<file path="src/rtl/lab02_pkg.sv">
// Shared constants and types for the lab02 ALU and its two-requester arbiter.
package lab02_pkg;

    localparam int DATA_W = 32;
    localparam int OP_W   = 5;

    // ALU opcodes; anything above A_LAST is rejected by the arbiter
    localparam logic [OP_W-1:0] A_NOP  = 5'h00;
    localparam logic [OP_W-1:0] A_ADD  = 5'h01;
    localparam logic [OP_W-1:0] A_SUB  = 5'h02;
    localparam logic [OP_W-1:0] A_AND  = 5'h03;
    localparam logic [OP_W-1:0] A_OR   = 5'h04;
    localparam logic [OP_W-1:0] A_XOR  = 5'h05;
    localparam logic [OP_W-1:0] A_NOR  = 5'h06;
    localparam logic [OP_W-1:0] A_LAST = 5'h06;

    // Sequencer states
    localparam logic [1:0] S_IDLE = 2'd0;
    localparam logic [1:0] S_EXEC = 2'd1;
    localparam logic [1:0] S_RESP = 2'd2;

    // One accepted operation, as latched at grant time
    typedef struct packed {
        logic              id;
        logic [OP_W-1:0]   op;
        logic [DATA_W-1:0] a;
        logic [DATA_W-1:0] b;
    } req_t;

    function automatic logic op_legal(input logic [OP_W-1:0] op);
        return (op <= A_LAST);
    endfunction

    function automatic logic op_is_arith(input logic [OP_W-1:0] op);
        return (op == A_ADD) || (op == A_SUB);
    endfunction

endpackage

</file>
<file path="src/rtl/lab02_alu.sv">
// Combinational lab02 ALU. The sign output is bit 32 of the sign-extended
// 33-bit sum/difference, so it reports the true sign even on 32-bit overflow.
module lab02_alu
    import lab02_pkg::*;
(
    input  logic [DATA_W-1:0] a_i,
    input  logic [DATA_W-1:0] b_i,
    input  logic [OP_W-1:0]   op_i,
    output logic [DATA_W-1:0] res_o,
    output logic              sign_o
);

    logic [DATA_W:0] a_ext;
    logic [DATA_W:0] b_ext;
    logic [DATA_W:0] sum_ext;
    logic [DATA_W:0] diff_ext;

    assign a_ext    = {a_i[DATA_W-1], a_i};
    assign b_ext    = {b_i[DATA_W-1], b_i};
    assign sum_ext  = a_ext + b_ext;
    assign diff_ext = a_ext - b_ext;

    // Opcode decode; NOP and undefined opcodes yield zero
    always_comb begin
        res_o  = '0;
        sign_o = 1'b0;
        case (op_i)
            A_ADD: begin
                res_o  = sum_ext[DATA_W-1:0];
                sign_o = sum_ext[DATA_W];
            end
            A_SUB: begin
                res_o  = diff_ext[DATA_W-1:0];
                sign_o = diff_ext[DATA_W];
            end
            A_AND:   res_o = a_i & b_i;
            A_OR:    res_o = a_i | b_i;
            A_XOR:   res_o = a_i ^ b_i;
            A_NOR:   res_o = ~(a_i | b_i);
            default: res_o = '0;
        endcase
    end

endmodule

</file>
<file path="src/rtl/lab02_alu_arb.sv">
// Two-requester round-robin front end for a single shared lab02_alu.
// One operation is in flight at a time: IDLE grants, EXEC holds operands on
// the ALU for EXEC_CYCLES cycles, RESP presents the result until accepted.
module lab02_alu_arb
    import lab02_pkg::*;
#(
    parameter int unsigned EXEC_CYCLES = 1,
    parameter logic        START_PRI   = 1'b0
) (
    input  logic              clk,
    input  logic              rst_n,

    input  logic              req0_valid,
    input  logic [DATA_W-1:0] req0_a,
    input  logic [DATA_W-1:0] req0_b,
    input  logic [OP_W-1:0]   req0_op,
    output logic              req0_ready,

    input  logic              req1_valid,
    input  logic [DATA_W-1:0] req1_a,
    input  logic [DATA_W-1:0] req1_b,
    input  logic [OP_W-1:0]   req1_op,
    output logic              req1_ready,

    output logic              rsp_valid,
    input  logic              rsp_ready,
    output logic              rsp_id,
    output logic [DATA_W-1:0] rsp_data,
    output logic              rsp_sign,
    output logic              rsp_err
);

    localparam logic [3:0] CNT_LAST = 4'(EXEC_CYCLES - 1);

    logic [1:0]        state_q, state_d;
    logic              pri_q, pri_d;
    logic [3:0]        cnt_q, cnt_d;
    req_t              req_q, req_d;
    logic [DATA_W-1:0] data_q, data_d;
    logic              sign_q, sign_d;
    logic              err_q, err_d;

    logic              gnt_valid;
    logic              gnt_id;
    req_t              gnt_req;

    logic [DATA_W-1:0] alu_a;
    logic [DATA_W-1:0] alu_b;
    logic [OP_W-1:0]   alu_op;
    logic [DATA_W-1:0] alu_res;
    logic              alu_sign;

    // Grant selection: a lone valid wins, a tie goes to the priority pointer
    always_comb begin
        gnt_valid = (state_q == S_IDLE) && (req0_valid || req1_valid);
        gnt_id    = (req0_valid && req1_valid) ? pri_q : req1_valid;
        gnt_req   = gnt_id ? '{id: 1'b1, op: req1_op, a: req1_a, b: req1_b}
                           : '{id: 1'b0, op: req0_op, a: req0_a, b: req0_b};
    end

    assign req0_ready = gnt_valid && !gnt_id;
    assign req1_ready = gnt_valid &&  gnt_id;

    // The ALU only sees a real opcode while executing
    assign alu_a  = req_q.a;
    assign alu_b  = req_q.b;
    assign alu_op = (state_q == S_EXEC) ? req_q.op : A_NOP;

    lab02_alu u_alu (
        .a_i    (alu_a),
        .b_i    (alu_b),
        .op_i   (alu_op),
        .res_o  (alu_res),
        .sign_o (alu_sign)
    );

    // Sequencer next-state: grant, execute window, response hold
    always_comb begin
        state_d = state_q;
        pri_d   = pri_q;
        cnt_d   = cnt_q;
        req_d   = req_q;
        data_d  = data_q;
        sign_d  = sign_q;
        err_d   = err_q;
        case (state_q)
            S_IDLE: begin
                if (gnt_valid) begin
                    req_d = gnt_req;
                    pri_d = ~gnt_id;
                    cnt_d = '0;
                    if (op_legal(gnt_req.op)) begin
                        err_d   = 1'b0;
                        state_d = S_EXEC;
                    end else begin
                        // Illegal opcodes skip the ALU entirely
                        err_d   = 1'b1;
                        data_d  = '0;
                        sign_d  = 1'b0;
                        state_d = S_RESP;
                    end
                end
            end
            S_EXEC: begin
                if (cnt_q == CNT_LAST) begin
                    cnt_d   = '0;
                    data_d  = (req_q.op == A_NOP) ? '0 : alu_res;
                    sign_d  = op_is_arith(req_q.op) ? alu_sign : 1'b0;
                    state_d = S_RESP;
                end else begin
                    cnt_d = cnt_q + 4'd1;
                end
            end
            S_RESP: begin
                if (rsp_ready) begin
                    state_d = S_IDLE;
                end
            end
            default: begin
                state_d = S_IDLE;
                cnt_d   = '0;
            end
        endcase
    end

    // State, pointer, counter and result registers
    always_ff @(posedge clk or negedge rst_n) begin
        if (!rst_n) begin
            state_q <= S_IDLE;
            pri_q   <= START_PRI;
            cnt_q   <= '0;
            req_q   <= '0;
            data_q  <= '0;
            sign_q  <= 1'b0;
            err_q   <= 1'b0;
        end else begin
            state_q <= state_d;
            pri_q   <= pri_d;
            cnt_q   <= cnt_d;
            req_q   <= req_d;
            data_q  <= data_d;
            sign_q  <= sign_d;
            err_q   <= err_d;
        end
    end

    assign rsp_valid = (state_q == S_RESP);
    assign rsp_id    = req_q.id;
    assign rsp_data  = data_q;
    assign rsp_sign  = sign_q;
    assign rsp_err   = err_q;

endmodule

</file>
<file path="config.mk">
export PLATFORM = sky130hd
export DESIGN_NAME = lab02_alu_arb
export DESIGN_NICKNAME = d
export VERILOG_FILES = /design/src/rtl/lab02_pkg.sv /design/src/rtl/lab02_alu.sv /design/src/rtl/lab02_alu_arb.sv
export SDC_FILE = /design/constraint.sdc
export NUM_CORES = 1
export LEC_CHECK = 0
export BUFFER_PORTS_ARGS = -buffer_cell sky130_fd_sc_hd__buf_2
export CAP_MARGIN = 20
export CELL_PAD_IN_SITES_DETAIL_PLACEMENT = 1
export CELL_PAD_IN_SITES_GLOBAL_PLACEMENT = 1
export CORE_UTILIZATION = 43
export CTS_BUF_LIST = sky130_fd_sc_hd__clkbuf_8
export CTS_CLUSTER_SIZE = 12
export DETAILED_ROUTE_END_ITERATION = 12
export GPL_TIMING_DRIVEN = 0
export PLACE_DENSITY = 0.94
export SYNTH_ARGS = -nofsm -noshare
export SYNTH_HDL_FRONTEND = slang
export SYNTH_SLANG_ARGS = --single-unit
export TNS_END_PERCENT = 50
</file>
<file path="constraint.sdc">
create_clock -name clk -period 4 [get_ports clk]
set_input_delay 0.4 -clock clk [delete_from_list [all_inputs] [get_ports clk]]
set_output_delay 0.4 -clock clk [all_outputs]
set_load 0.03 [all_outputs]
</file>
Yosys cells after proc, flatten, opt, wreduce, memory -nomap -nowiden
Cells that the tools add are included.

Equal/unequal tests: 14. Add/sub/neg operators: 3. Muxes and demuxes: 24. Order comparisons: 1. Reduce and logical (&&, ||, !) cells: 15. Bitwise logic cells: 6.

Operators with widths (count): 32-bit case mux with 6 select lines (1); 32-bit 2-to-1 mux (4); 70-bit 2-to-1 mux (1); 32-bit case mux with 2 select lines (1); 32-bit by 32-bit adder with 33-bit output (1); 32-bit by 32-bit subtractor with 33-bit output (1); 32-bit bitwise AND (1); 32-bit NOT (1); 32-bit OR (1); 32-bit bitwise XOR (1); 5-bit by 2-bit equality test with 1-bit output, second input constant (3); 5-bit by 3-bit equality test with 1-bit output, second input constant (3); 4-bit case mux with 3 select lines (1); 5-bit by 1-bit equality test with 1-bit output, second input constant (2); 2-bit 2-to-1 mux (4); 4-bit 2-to-1 mux (2); 1-bit 2-to-1 mux (6); 2-bit case mux with 3 select lines (1); 5-bit by 3-bit <= comparator with 1-bit output, second input constant (1); 5-bit zero test (1); 5-bit 2-to-1 mux (1); 4-bit by 1-bit adder with 4-bit output, second input constant (1); 1-bit logical AND (4); 4-bit zero test (1); other kinds (13) (19).

Word-level logic and storage cells: 73. Input port bits: 143. Bits in registers: 111. Output and inout port bits: 38.

Longest topological paths before layout
Depth in word-level cells: 7. Depth in mapped cells: 11. Gate-level depth less buffers: 11.

Hierarchy
Synthesis repeated with hierarchy kept, for this count alone.

Cell total of the unflattened synthesis: 1272. Area, all modules: 10184.8 um^2.

Modules (own cells, without submodules): lab02_alu (instances 1, seq. area each 0.0 um^2, cells each 836, area an instance 5480.3 um^2); lab02_alu_arb (instances 1, seq. area each 2777.7 um^2, cells each 436, area an instance 4704.5 um^2).

Worst setup path after synthesis
Ideal clock, no wire load.

Path type: register to register. From: register req_q (netlist bit alu_a[6]). To: register data_q[27] (netlist: rsp_data[27]). Stages on the path, launching flop included: 12. Library setup time: 0.082 ns. Required time: 3.918 ns. Path buffers: 1. Arrival: 2.722 ns. Period minus slack after synthesis: 2.803 ns. Setup slack: 1.197 ns. Path through: dfrtp_1 > inv_1 > ha_1 > buf_4 > nor2b_1 > or4_1 > o211a_1 > a211oi_2 > o211ai_2 > a311oi_1 > mux2_2 > a31oi_1.

Longest elaborated chain between the ends: 5. Elaborated cells on any way between the ends: 6. Those cells by class: add/sub (2); mux (4).

RTL lines: from (decl) (RTL line lab02_alu_arb.sv:38) `req_t req_q, req_d;`; from (signal assigned) (RTL line lab02_alu_arb.sv:140) `req_q <= req_d;`; 32-bit by 32-bit subtractor with 33-bit output / 32-bit by 32-bit adder with 33-bit output (equally long branches) (RTL line lab02_alu.sv:21, lab02_alu.sv:20); 32-bit case mux with 6 select lines (*) (RTL line lab02_alu.sv:27) `case (op_i)`; 32-bit 2-to-1 mux (*) (RTL line lab02_alu_arb.sv:107) `data_d = (req_q.op == A_NOP) ? '0 : alu_res;`; 32-bit 2-to-1 mux (*) (RTL line lab02_alu_arb.sv:105) `if (cnt_q == CNT_LAST) begin`; 32-bit case mux with 2 select lines (*) (RTL line lab02_alu_arb.sv:86) `case (state_q)`; to (signal assigned) (RTL line lab02_alu_arb.sv:141) `data_q <= data_d;`; to (decl) (RTL line lab02_alu_arb.sv:39) `logic [DATA_W-1:0] data_q, data_d;`.

Every way passes the cells marked *; elsewhere a longest branch is shown, timed or not. The select of a mux whose other input is x is not followed. A chain may end at the register's enable or synchronous reset.

Worst setup path after layout
From: register req_q[66] in the netlist's numbering. To: register data_q[16] (netlist: rsp_data[16]).

Longest elaborated chain between the ends: 6. Elaborated cells on any way between the ends: 12. Those cells by class: eq/ne (6); mux (5); reduce/logical (1).

RTL lines: 5-bit 2-to-1 mux (RTL line lab02_alu_arb.sv:67) `assign alu_op = (state_q == S_EXEC) ? req_q.op : A_NOP;`; 5-bit by 3-bit equality test with 1-bit output (tied with other cells) (RTL line lab02_alu.sv:27); 32-bit case mux with 6 select lines (RTL line lab02_alu.sv:27); 32-bit 2-to-1 mux (*) (RTL line lab02_alu_arb.sv:107); 32-bit 2-to-1 mux (*) (RTL line lab02_alu_arb.sv:105); 32-bit case mux with 2 select lines (*) (RTL line lab02_alu_arb.sv:86).

Marked as above.

==> summary.md <==
| Metric | Value |
|---|---|
| RePlAce Congestion | 0.969 |
| Largest net degree at the start of global routing | 65 |
| Design Area, Final | roughly 12,000 µm² |
| Synth top area share | a little over a quarter |
| Async SR Flop Fraction | 100% |
| First-pass GRT wire length | slightly below 70,000 µm |
| # rows | 56 |
| Largest area contributor in the netlist | dfrtp_1 |
| Ports | 181 |
| Antenna viol nets, final | 0 |
| Net Count, Synth | 1,567 |
| Dpl hpwl | approximately 35,000 µm |
| Final core utilization | 50.7% |
| Starting density of the core | 44.0% |
| Drt wl/cell | about 25 µm |
| Max Fclk | 254 MHz |
| DP Worst Slack | 0.369 ns |
| Vias | 11,500 |
| Pre-Repair DR Iteration Count | 7 |
| Critical path class | flop to flop |
| Clk Latency, worst-skew pair | 0.42 ns |
| # clock sinks | 111 |
| Routed WL | 45,100 µm |
| Buffer count from post-CTS setup fixing | 0 |
| Root Driver | clkbuf_8 |
| Synth unique cells | 83 |
| Main area contributors after synthesis | dfrtp_1 27%, ha_1 13%, nand2_1 7.4% |
| Synthesis-to-layout area growth | 15.2% |
| Layout cells sized above 1 | around 16% |
| Crit end category | flop |
| Peak VDD IR | 363 µV |
| Max Cap Viol | 0 |
| FF-to-FF Start | req_q[66]$_DFFE_PN0P_ |
| Die Wd | roughly 160 µm |
| Slew Viols, Final | 0 |
| H-tree depth | 3 |
| Hold wc startpoint | req1_a[15] |
| DR iter-0 viols | 1,051 |
| Number of synthesized flops with an enable pin | 0 |
| Clock Path Buffers | 2 |
| Leak | about 0.0056 µW |
| Worst min-delay path class | input port to flop |
| Worst path required time | between 4 and 5 ns |
| Slew Limit Headroom | 32.0% |
| YS warnings | 0 |
| Total global routing overflow | 0 |
| Drt drc | 0 |
| Fin nets | roughly 1,800 |
| Sequential-to-total area share from yosys stat | 26.8% |
| Mapped Area | 10,400 µm² |
| Inserted Diodes | 0 |
| Synth Register Bits | 111 |
| Syn_area_per_cell | around 7.9 µm² |
| Unrepaired setup endpoints after global routing | false |
| Initial antenna violation count | 0 |
| Crit path from | req_q[66]$_DFFE_PN0P_ |
| Clk slew on worst S/H paths | 0.13 ns |
| Final period utilization | 98.4% |
| Vias/cell | 6.26 |
| Finish-stage setup viols | 0 |
| Skew final | 0.0247 ns |
| Die footprint | 24,700 µm² |
| Port bufs | 180 |
| Worst slew pin tran | 1.01 ns |
| CTS buffer count | 9 |
| Tmin final | between 3 and 4 ns |
| Status | finished clean |
| Layout fillers | between 3,000 and 4,000 |
| Worst EP arrival | 4.27 ns |
| Gr usage total | 36.5% |
| Vias in the first global route | 11,600 |
| Cell Pwr Density | 900 nW/µm² |
| Placed cell areas | 11,700 µm² |
| Syn Inst Count | 1,314 |
| CTS tree | yes |
| Footprint of the multi-input gates | 6840 µm² |
| Core ar. | about 24,000 µm² |
| Main synth FF type | dfrtp_1 |
| Setup ws final | roughly 0.065 ns |
| Die H | approximately 160 µm |
| Startpoint Class | flop |
| Endpoints failing hold | 0 |
| Register area | approximately 2800 µm² |
| Worst-path fanout max | 10 |
==> path summary, 6_finish.rpt <==
check,slack (ns),endpoint,cells after the start
max reg2reg,0.07,rsp_data[16]$_DFFE_PN0P_,7
max,0.07,rsp_data[16]$_DFFE_PN0P_,7
max in group asynchronous,2.76,rsp_data[14]$_DFFE_PN0P_,3
min in group asynchronous,0.49,alu_a[11]$_DFFE_PN0P_,2
min,0.16,alu_a[15]$_DFFE_PN0P_,3
min reg2reg,0.48,pri_q$_DFFE_PN0P_,1
==> area by class of cell <==
| class | count | area share [%] |
|---|---|---|
| multi-input cells | 1020 | 57.3 |
| inverters | 98 | 3.08 |
| plain buffers | 85 | 3.16 |
| flip-flops and latches | 111 | 23.3 |
| clock buffers | 10 | 1.15 |
| clock inverters | 5 | 0.629 |
| well taps | 319 | 3.35 |
| repair buffers | 184 | 8.00 |
==> layout by cell type, fill, tap and decap left out, types with 17 or more instances in the layout <==
| cell type | netlist | final |
|---|---|---|
| nand2_1 | 204 | 204 |
| buf_2 | 16 | 196 |
| dfrtp_1 | 111 | 111 |
| ha_1 | 108 | 108 |
| inv_1 | 97 | 99 |
| a21oi_1 | 86 | 86 |
| o21ai_0 | 83 | 83 |
| a22oi_1 | 81 | 81 |
| nor2_1 | 70 | 70 |
| clkbuf_1 | 58 | 58 |
| xnor2_1 | 35 | 35 |
| nor3_1 | 23 | 23 |
| nand3_1 | 22 | 22 |
| a21o_1 | 17 | 17 |
==> metal layers <==
metal	vias up	track usage [%]	routed length [µm]
li1	5132	-	-
met1	5707	48.8	19100
met2	548	60.2	21100
met3	89	5.15	3540
met4	0	12.6	1380
met5	-	0	0
==> critical path: stages (launching register included) <==
cell	delay, ns
dfrtp_1	0.34
clkbuf_1	0.43
clkinv_1	0.60
nor3_1	0.67
buf_2	0.52
buf_1	0.71
a222oi_1	0.32
o21ai_0	0.27
==> sequential cells by signal (all words and copies together), names as in the netlist <==
name      count
rsp_err       1
alu_b        32
rsp_sign      1
rsp_data     32
alu_a        32
rsp_id        1
state_q       2
pri_q         1
cnt_q         4
req_q         5
==> cells by family (layout without fill, tap and decap cells) <==
kind of cell | Yosys count | after routing | share of synthesized area, %
xor gates and xnor gates | 36 | 36 | 3.04
adders and majority gates | 110 | 110 | 13.4
and+or+nand+nor | 413 | 413 | 18.7
buffers and inverters | 183 | 382 | 7.19
DFF | 111 | 111 | 26.8
muxes | 9 | 9 | 0.942
AOI/OAI and AO/OA | 452 | 452 | 29.9
==> synthesized netlist by cell type (12+ instances only) <==
library cell    n
buf_2          16
nor2_1         70
inv_1          97
a211oi_1       13
o21ai_0        83
nor3_1         23
o211ai_1       13
nand2_1       204
nand3_1        22
a21oi_1        86
a21o_1         17
xnor2_1        35
ha_1          108
o31ai_1        14
dfrtp_1       111
a22oi_1        81
clkbuf_1       58
nor2b_1        13
nand2b_1       12
==> timing repair <==
| item | CTS | global route |
|---|---|---|
| endpoints found under the setup margin | 0 | 1 |
| hold endpoints to repair | 47 | 0 |
| gates resized for setup | 0 | 1 |
| hold buffers | 1 | 0 |
==> per-stage QoR <==
stage	total power (µW)	hold WS [ns]	setup TNS [ns]	std cells
2_1_floorplan	7150	0.104	0	1314
3_3_place_gp	9340	0.452	-0.105	1813
3_5_place_dp	9640	0.365	0	1815
4_1_cts	10500	0.159	0	1831
5_1_grt	11400	0.157	0	1832
6_report	10700	0.161	0	1832
==> where the power goes <==
part | switching, µW | internal [µW] | total [µW]
clock | 449 | 364 | 813
sequential | 452 | 1510 | 1960
combinational | 5340 | 2620 | 7960
Power figures use the tool's default switching activity.
